### config.mk
export PLATFORM = sky130hd
export DESIGN_NAME = mem_lsu_flat
export DESIGN_NICKNAME = d
export VERILOG_FILES = /design/src/rtl/mem_lsu_pkg.sv /design/src/rtl/mem_lsu_if.sv /design/src/rtl/mem_lsu_lane.sv /design/src/rtl/mem_lsu.sv /design/src/flat_wrapper.sv
export SDC_FILE = /design/constraint.sdc
export NUM_CORES = 1
export LEC_CHECK = 0
export BUFFER_PORTS_ARGS = -buffer_cell sky130_fd_sc_hd__buf_4
export CORE_AREA = 4 4 145 147
export CTS_CLUSTER_SIZE = 28
export DETAILED_ROUTE_END_ITERATION = 10
export DIE_AREA = 0 0 149 151
export PLACE_DENSITY_LB_ADDON = 0.05
export SYNTH_ARGS = -nofsm -noshare
export SYNTH_HDL_FRONTEND = slang
export SYNTH_SLANG_ARGS = --single-unit
### constraint.sdc
create_clock -name clk -period 8.7 [get_ports clk]
set_input_delay 2.175 -clock clk [delete_from_list [all_inputs] [get_ports clk]]
set_output_delay 2.175 -clock clk [all_outputs]
set_load 0.1 [all_outputs]
### src/rtl/mem_lsu_pkg.sv
// mem_lsu_pkg: memory op codes, LSU FSM states, default bus timeout and op-valid helper
package mem_lsu_pkg;
  localparam logic [3:0] MEM_OP_NONE = 4'd0;
  localparam logic [3:0] MEM_OP_LB   = 4'd1;
  localparam logic [3:0] MEM_OP_LBU  = 4'd2;
  localparam logic [3:0] MEM_OP_LH   = 4'd3;
  localparam logic [3:0] MEM_OP_LHU  = 4'd4;
  localparam logic [3:0] MEM_OP_LW   = 4'd5;
  localparam logic [3:0] MEM_OP_SB   = 4'd6;
  localparam logic [3:0] MEM_OP_SH   = 4'd7;
  localparam logic [3:0] MEM_OP_SW   = 4'd8;
  localparam int LSU_TIMEOUT_DEF = 16;
  typedef enum logic [1:0] {LSU_IDLE, LSU_REQ, LSU_DONE} lsu_state_t;
  function automatic logic op_valid(input logic [3:0] op);
    return (op >= MEM_OP_LB) && (op <= MEM_OP_SW);
  endfunction
endpackage

### src/rtl/mem_lsu_if.sv
// mem_lsu_if: req/ack data bus; master drives req/we/addr/sel/wdata, slave returns ack/rdata
interface mem_lsu_if #(parameter int ADDR_W = 32);
  logic req, we, ack;
  logic [ADDR_W-1:0] addr;
  logic [3:0] sel;
  logic [31:0] wdata, rdata;
  modport master (output req, we, addr, sel, wdata, input ack, rdata);
  modport slave (input req, we, addr, sel, wdata, output ack, rdata);
endinterface

### src/rtl/mem_lsu_lane.sv
// mem_lsu_lane: combinational byte enables, store replication and load extract/extend (op, addr[1:0], store_data, rdata -> sel, wdata, load_data)
module mem_lsu_lane import mem_lsu_pkg::*; #(
  parameter bit BIG_ENDIAN = 1
) (
  input  logic [3:0]  op,
  input  logic [1:0]  addr,
  input  logic [31:0] store_data,
  input  logic [31:0] rdata,
  output logic [3:0]  sel,
  output logic [31:0] wdata,
  output logic [31:0] load_data
);
  logic [3:0] sel_be;
  logic [1:0] bl;
  logic hl;
  logic [7:0] b;
  logic [15:0] h;
  always_comb begin
    sel_be = (op inside {MEM_OP_LB, MEM_OP_LBU, MEM_OP_SB}) ? 4'b1000 >> addr
           : (op inside {MEM_OP_LH, MEM_OP_LHU, MEM_OP_SH}) ? (addr[1] ? 4'b0011 : 4'b1100) : 4'b1111;
    sel = BIG_ENDIAN ? sel_be : {sel_be[0], sel_be[1], sel_be[2], sel_be[3]};
    wdata = op == MEM_OP_SB ? {4{store_data[7:0]}} : op == MEM_OP_SH ? {2{store_data[15:0]}} : store_data;
    bl = BIG_ENDIAN ? ~addr : addr;
    hl = BIG_ENDIAN ? ~addr[1] : addr[1];
    b = rdata[{bl, 3'b000} +: 8];
    h = rdata[{hl, 4'b0000} +: 16];
    load_data = op == MEM_OP_LB ? {{24{b[7]}}, b} : op == MEM_OP_LBU ? {24'h0, b}
              : op == MEM_OP_LH ? {{16{h[15]}}, h} : op == MEM_OP_LHU ? {16'h0, h} : rdata;
  end
endmodule

### src/rtl/mem_lsu.sv
// mem_lsu: MEM stage with req/ack load/store bus (clk, rst active-low, ex_mem inputs, stall_i -> mem_wb outputs, stallreq_o, align_err_o, bus_err_o, bus master)
module mem_lsu import mem_lsu_pkg::*; #(
  parameter int ADDR_W = 32,
  parameter int TIMEOUT = LSU_TIMEOUT_DEF,
  parameter bit BIG_ENDIAN = 1
) (
  input  logic        clk,
  input  logic        rst,
  input  logic [4:0]  wd_i,
  input  logic        wreg_i,
  input  logic [31:0] wdata_i,
  input  logic        whilo_i,
  input  logic [31:0] hi_i,
  input  logic [31:0] lo_i,
  input  logic [3:0]  mem_op_i,
  input  logic [31:0] mem_addr_i,
  input  logic [31:0] store_data_i,
  input  logic        stall_i,
  output logic [4:0]  wd_o,
  output logic        wreg_o,
  output logic [31:0] wdata_o,
  output logic        whilo_o,
  output logic [31:0] hi_o,
  output logic [31:0] lo_o,
  output logic        stallreq_o,
  output logic        align_err_o,
  output logic        bus_err_o,
  mem_lsu_if.master   bus
);
  localparam int CW = $clog2(TIMEOUT + 2);
  lsu_state_t state_q, state_d;
  logic [CW-1:0] cnt_q;
  logic [ADDR_W-1:0] addr_q;
  logic [3:0] sel_q, sel;
  logic we_q, err_q, valid, is_half, is_word, is_store, misalign, go, tmo;
  logic [31:0] wdata_q, rdata_q, st_data, ld_data;
  mem_lsu_lane #(.BIG_ENDIAN(BIG_ENDIAN)) u_lane (
    .op(mem_op_i), .addr(mem_addr_i[1:0]), .store_data(store_data_i), .rdata(rdata_q),
    .sel(sel), .wdata(st_data), .load_data(ld_data)
  );
  always_comb begin
    valid = op_valid(mem_op_i);
    is_half = mem_op_i inside {MEM_OP_LH, MEM_OP_LHU, MEM_OP_SH};
    is_word = mem_op_i inside {MEM_OP_LW, MEM_OP_SW};
    is_store = mem_op_i inside {MEM_OP_SB, MEM_OP_SH, MEM_OP_SW};
    misalign = (is_half && mem_addr_i[0]) || (is_word && mem_addr_i[1:0] != 2'b00);
    go = valid && !misalign;
    tmo = TIMEOUT != 0 && cnt_q == CW'(TIMEOUT - 1);
  end
  always_ff @(posedge clk) state_q <= !rst ? LSU_IDLE : state_d;
  always_ff @(posedge clk)
    if (!rst) begin
      cnt_q <= '0;
      addr_q <= '0;
      sel_q <= '0;
      we_q <= 1'b0;
      wdata_q <= '0;
      rdata_q <= '0;
      err_q <= 1'b0;
    end else begin
      cnt_q <= state_q == LSU_REQ ? cnt_q + 1'b1 : '0;
      if (state_q == LSU_IDLE && go) begin
        addr_q <= {mem_addr_i[ADDR_W-1:2], 2'b00};
        sel_q <= sel;
        we_q <= is_store;
        wdata_q <= st_data;
        err_q <= 1'b0;
      end
      if (state_q == LSU_REQ && bus.ack) rdata_q <= bus.rdata;
      if (state_q == LSU_REQ && !bus.ack && tmo) err_q <= 1'b1;
    end
  always_comb begin
    state_d = state_q;
    case (state_q)
      LSU_IDLE: state_d = go ? LSU_REQ : LSU_IDLE;
      LSU_REQ:  state_d = (bus.ack || tmo) ? LSU_DONE : LSU_REQ;
      LSU_DONE: state_d = stall_i ? LSU_DONE : LSU_IDLE;
      default:  state_d = LSU_IDLE;
    endcase
  end
  always_comb begin
    wd_o = rst ? wd_i : '0;
    whilo_o = rst && whilo_i;
    hi_o = rst ? hi_i : '0;
    lo_o = rst ? lo_i : '0;
    wdata_o = !rst ? '0 : (state_q == LSU_DONE && !we_q) ? ld_data : wdata_i;
    wreg_o = rst && wreg_i && !misalign && !(state_q == LSU_DONE && err_q);
    stallreq_o = rst && ((state_q == LSU_IDLE && go) || state_q == LSU_REQ);
    align_err_o = rst && misalign;
    bus_err_o = rst && state_q == LSU_DONE && err_q;
    bus.req = rst && state_q == LSU_REQ;
    bus.we = rst && we_q;
    bus.addr = rst ? addr_q : '0;
    bus.sel = rst ? sel_q : '0;
    bus.wdata = rst ? wdata_q : '0;
  end
endmodule

### src/flat_wrapper.sv
// flat-port wrapper written by rule: the top's interface ports become plain ports
module mem_lsu_flat import mem_lsu_pkg::*;
#(
  parameter int ADDR_W = 32,
  parameter int TIMEOUT = LSU_TIMEOUT_DEF,
  parameter bit BIG_ENDIAN = 1
)
  (clk, rst, wd_i, wreg_i, wdata_i, whilo_i, hi_i, lo_i, mem_op_i, mem_addr_i, store_data_i, stall_i, wd_o, wreg_o, wdata_o, whilo_o, hi_o, lo_o, stallreq_o, align_err_o, bus_err_o, bus_req, bus_we, bus_addr, bus_sel, bus_wdata, bus_ack, bus_rdata);
  mem_lsu_if #(.ADDR_W(ADDR_W)) bus_i ();
  input  logic clk;
  input  logic rst;
  input  logic [4:0] wd_i;
  input  logic wreg_i;
  input  logic [31:0] wdata_i;
  input  logic whilo_i;
  input  logic [31:0] hi_i;
  input  logic [31:0] lo_i;
  input  logic [3:0] mem_op_i;
  input  logic [31:0] mem_addr_i;
  input  logic [31:0] store_data_i;
  input  logic stall_i;
  output logic [4:0] wd_o;
  output logic wreg_o;
  output logic [31:0] wdata_o;
  output logic whilo_o;
  output logic [31:0] hi_o;
  output logic [31:0] lo_o;
  output logic stallreq_o;
  output logic align_err_o;
  output logic bus_err_o;
  output wire logic [$bits(bus_i.req)-1:0] bus_req;
  output wire logic [$bits(bus_i.we)-1:0] bus_we;
  output wire logic [$bits(bus_i.addr)-1:0] bus_addr;
  output wire logic [$bits(bus_i.sel)-1:0] bus_sel;
  output wire logic [$bits(bus_i.wdata)-1:0] bus_wdata;
  input wire logic [$bits(bus_i.ack)-1:0] bus_ack;
  input wire logic [$bits(bus_i.rdata)-1:0] bus_rdata;
  assign bus_req = bus_i.req;
  assign bus_we = bus_i.we;
  assign bus_addr = bus_i.addr;
  assign bus_sel = bus_i.sel;
  assign bus_wdata = bus_i.wdata;
  assign bus_i.ack = bus_ack;
  assign bus_i.rdata = bus_rdata;
  mem_lsu #(.ADDR_W(ADDR_W), .TIMEOUT(TIMEOUT), .BIG_ENDIAN(BIG_ENDIAN)) u_core (.clk(clk), .rst(rst), .wd_i(wd_i), .wreg_i(wreg_i), .wdata_i(wdata_i), .whilo_i(whilo_i), .hi_i(hi_i), .lo_i(lo_i), .mem_op_i(mem_op_i), .mem_addr_i(mem_addr_i), .store_data_i(store_data_i), .stall_i(stall_i), .wd_o(wd_o), .wreg_o(wreg_o), .wdata_o(wdata_o), .whilo_o(whilo_o), .hi_o(hi_o), .lo_o(lo_o), .stallreq_o(stallreq_o), .align_err_o(align_err_o), .bus_err_o(bus_err_o), .bus(bus_i));
endmodule
==> impl_metrics.py <==
metrics = {
    "worst_setup_path": {
        "critical_path.n_buffers_inverters": 2,
        "criticalPathCategory": "in2out",
        "worst_ep_required_time_ns": 6.53,
        "timing.critical_path.to_type": "output pin",
        "worstPathCellList": "buf_4 > o31a_1 > or4_1 > nor2_2 > o21a_1 > buf_4",
        "crit_path_max_fanout": 26,
        "crit_path_start_kind": "input pin",
        "timing.critical_path.slowest_cell_delay_ns": 0.82,
        "worst-endpoint-arrival_ns": 4.42,
        "largest_delay_share_family_worst_path": "simple AND/OR/NAND/NOR gates",
        "critical-path-slowest-cell": "or4_1",
        "setup.reg_to_reg.worst_slack_ns": 6.13,
        "critical_path.most_common_cell": "buf_4",
    },
    "place": {
        "hpwlAfterDp_um": 18740,
        "portBuffers": 380,
        "gpl.final_weighted_congestion": 0.8393,
        "dp_cells": 1360,
    },
    "logic_synthesis": {
        "synth_edf_count": 0,
        "synth-warning-count": 0,
        "syn-instance-count": 778,
        "async_reset_ff_share_pct": 0,
        "syn-mean-instance-area_um2": 8.289,
        "synth.ff_latch_count": 107,
        "syn_area_um2": 6449,
        "portion_of_synthesized_cell_area_occupied_by_the_leading_cell_type_pct": 33.22,
        "yosysSeqAreaShare_pct": 33.22,
        "synthMostInstantiatedCell": "nand2_1",
        "synth_top_cells_by_count": "nand2_1 (125), dfxtp_1 (107), and2_1 (91)",
        "dominantRegCellSynth": "dfxtp_1",
        "synth.distinct_cells": 62,
        "synth_area_leader_cell": "dfxtp_1",
        "synth.area.top_cells": "dfxtp_1 (33%), a2bb2oi_2 (8.8%), and2_1 (8.8%)",
    },
    "global_route": {
        "grt_pass1_wl_um": 37470,
        "antenna_found_initial": 0,
        "overflow": 0,
        "grt_max_degree": 127,
        "gr-usage-all-layers_pct": 21.15,
        "first_global_vias": 6428,
    },
    "drt": {
        "initialDrtViolationCount": 351,
        "ant_nets": 0,
        "drt_pre_antenna_iters": 5,
        "finalWirelength_um": 25030,
        "avgRoutedWirePerCell_um": 18.19,
        "route.vias.total": 6674,
        "vias_cell": 4.850,
        "route.detailed.drc": 0,
    },
    "cells_and_area": {
        "regArea_um2": 2142,
        "flow.area_growth_from_synthesis_pct": 49.83,
        "layout-drive-gt1-share_pct": 43.22,
        "number_of_antenna_cells_inserted": 0,
        "finalNonFillerCells": 1376,
        "num-fill-cells": 2064,
        "area_used_by_multi_input_combinational_logic_um2": 3771,
        "nNetsFinal": 1310,
    },
    "timing": {
        "clock_skew_ns": 0.008356,
        "final.period_utilization_pct": 75.75,
        "finalSetupViolCount": 0,
        "finalHoldWorstSlack_ns": 0.4499,
        "worst_slew_pin_slew_ns": 1.169,
        "max_slew_margin_pct": 21.87,
        "final_hold_viol_count": 0,
        "maxClockFrequency_mhz": 151.7,
        "final-max-slew-violation-count": 0,
        "setup_tns_ns": 0,
        "setup_repair_after_global_routing_missed_its_margin": "no",
        "time_the_final_worst_path_needs_with_i_o_delays_and_setup_ns": 6.590,
    },
    "clock_tree": {
        "cts_buffers": 9,
        "worst_skew_pair_latency_ns": 0.36,
        "tritoncts": "done",
        "cts_hold_buf": 0,
        "total_number_of_clock_tree_sinks": 107,
        "cts_max_level": 3,
        "cts_max_path_buffers": 2,
        "cts_resized": 0,
        "clk_pin_slew_worst_paths_ns": 0.07,
        "ctsRootBufferMaster": "clkbuf_16",
        "cts_setup_buffers": 0,
    },
    "floorplanning": {
        "number_of_standard_cell_rows_in_the_floorplan": 52,
        "core_area_um2": 19910,
        "floorplan.die.height_um": 151,
        "floorplan.die_area_um2": 22500,
        "top_level_ports": 383,
        "start_util_pct": 32.39,
        "die_w_um": 149,
    },
    "pwr": {
        "power.density_nw_per_um2": 181.1,
        "max-vdd-ir-drop_mv": 0.09897,
        "leakagePower_nw": 4.793,
    },
    "min_path": {
        "hold_path_class": "reg2reg",
    },
    "flow_run": {
        "cap_viol_max_count": 0,
    },
    "run_status": {
        "result_of_the_run": "complete, no violations",
    },
}
-- routing by layer --
layer | global-route usage (%) | part of all wire [%]
met5 | 0 | 0
met3 | 5.296 | 7.5
met2 | 35.91 | 50
met4 | 5.858 | 1.7
met1 | 26.78 | 41
-- where the power goes --
group | internal, W | leakage (nW) | switching, W | total, W
sequential | 0.000536 | 0.879 | 0.0000171 | 0.000553
clock | 0.000209 | 0.140 | 0.000213 | 0.000421
combinational | 0.000220 | 3.77 | 0.000556 | 0.000775
-- cell type report --
type                    count  share of cell area (%)
repair buffers            387                   30.07
multi-input cells         541                   39.03
clock inverters             6                  0.6216
well taps                 270                   3.497
inverters                  55                   2.137
clock buffers              10                   2.473
flip-flops and latches    107                   22.17
-- logic make-up after synthesis --
logic type      count (synthesis)  share of synthesized area [%]
simple gates                  298                          23.54
compound gates                209                          27.65
buf+inv                       131                          8.828
flops                         107                          33.22
mux                            27                          5.918
xor+xnor                        3                         0.4075
fa+ha+maj                       2                         0.3880
other cells                     1                        0.05815
-- flip-flops by register name, summed over array words and instances (netlist names) --
name and count:
u_core.we_q 1, u_core.addr_q 30, u_core.cnt_q 5, u_core.err_q 1, u_core.state_q 2, u_core.sel_q 4
u_core.wdata_q 32, u_core.rdata_q 32
-- stage by stage --
stage	total power [W]	instance area (um2)	util [%]	setup WS (ns)
finish	0.001750	9662	48.53	2.110
global route	0.001822	9662	48.53	1.981
CTS	0.001770	9662	48.53	2.107
detailed placement	0.001344	9363	47.03	2.113
global placement	0.001342	9363	47.03	2.132
floorplan	0.001145	6452	-	0.7794
-- cells in the final DEF, fill, tap and decap left out, types with 3 or more instances in the layout --
cell and n:
buf_4 387, nand2_1 125, dfxtp_1 107, and2_1 91, inv_1 54, a21oi_1 54
a2bb2oi_2 38, o21ai_0 17, nor4_1 17, nor2_1 16, o211a_1 16, nor3_1 15
a21o_1 15, mux2i_1 10, o21ai_1 10, nand3_1 10, mux2_2 9, clkbuf_16 9
mux4_2 8, a31oi_1 8, a221oi_1 8, o22ai_1 8, a211oi_2 7, a222oi_1 7
a211oi_1 6, nor2b_1 4, and3_1 3, a22oi_1 3
-- worst paths after layout --
check	endpoint	start	depth (start not counted)
worst max register to register	u_core.sel_q[2]	u_core.state_q[0]	4
worst max-delay path	stallreq_o	mem_op_i[0]	6
worst min register to register	u_core.cnt_q[0]	u_core.cnt_q[0]	1
worst min-delay path	u_core.cnt_q[0]	u_core.cnt_q[0]	1
Power figures use the tool's default switching activity.
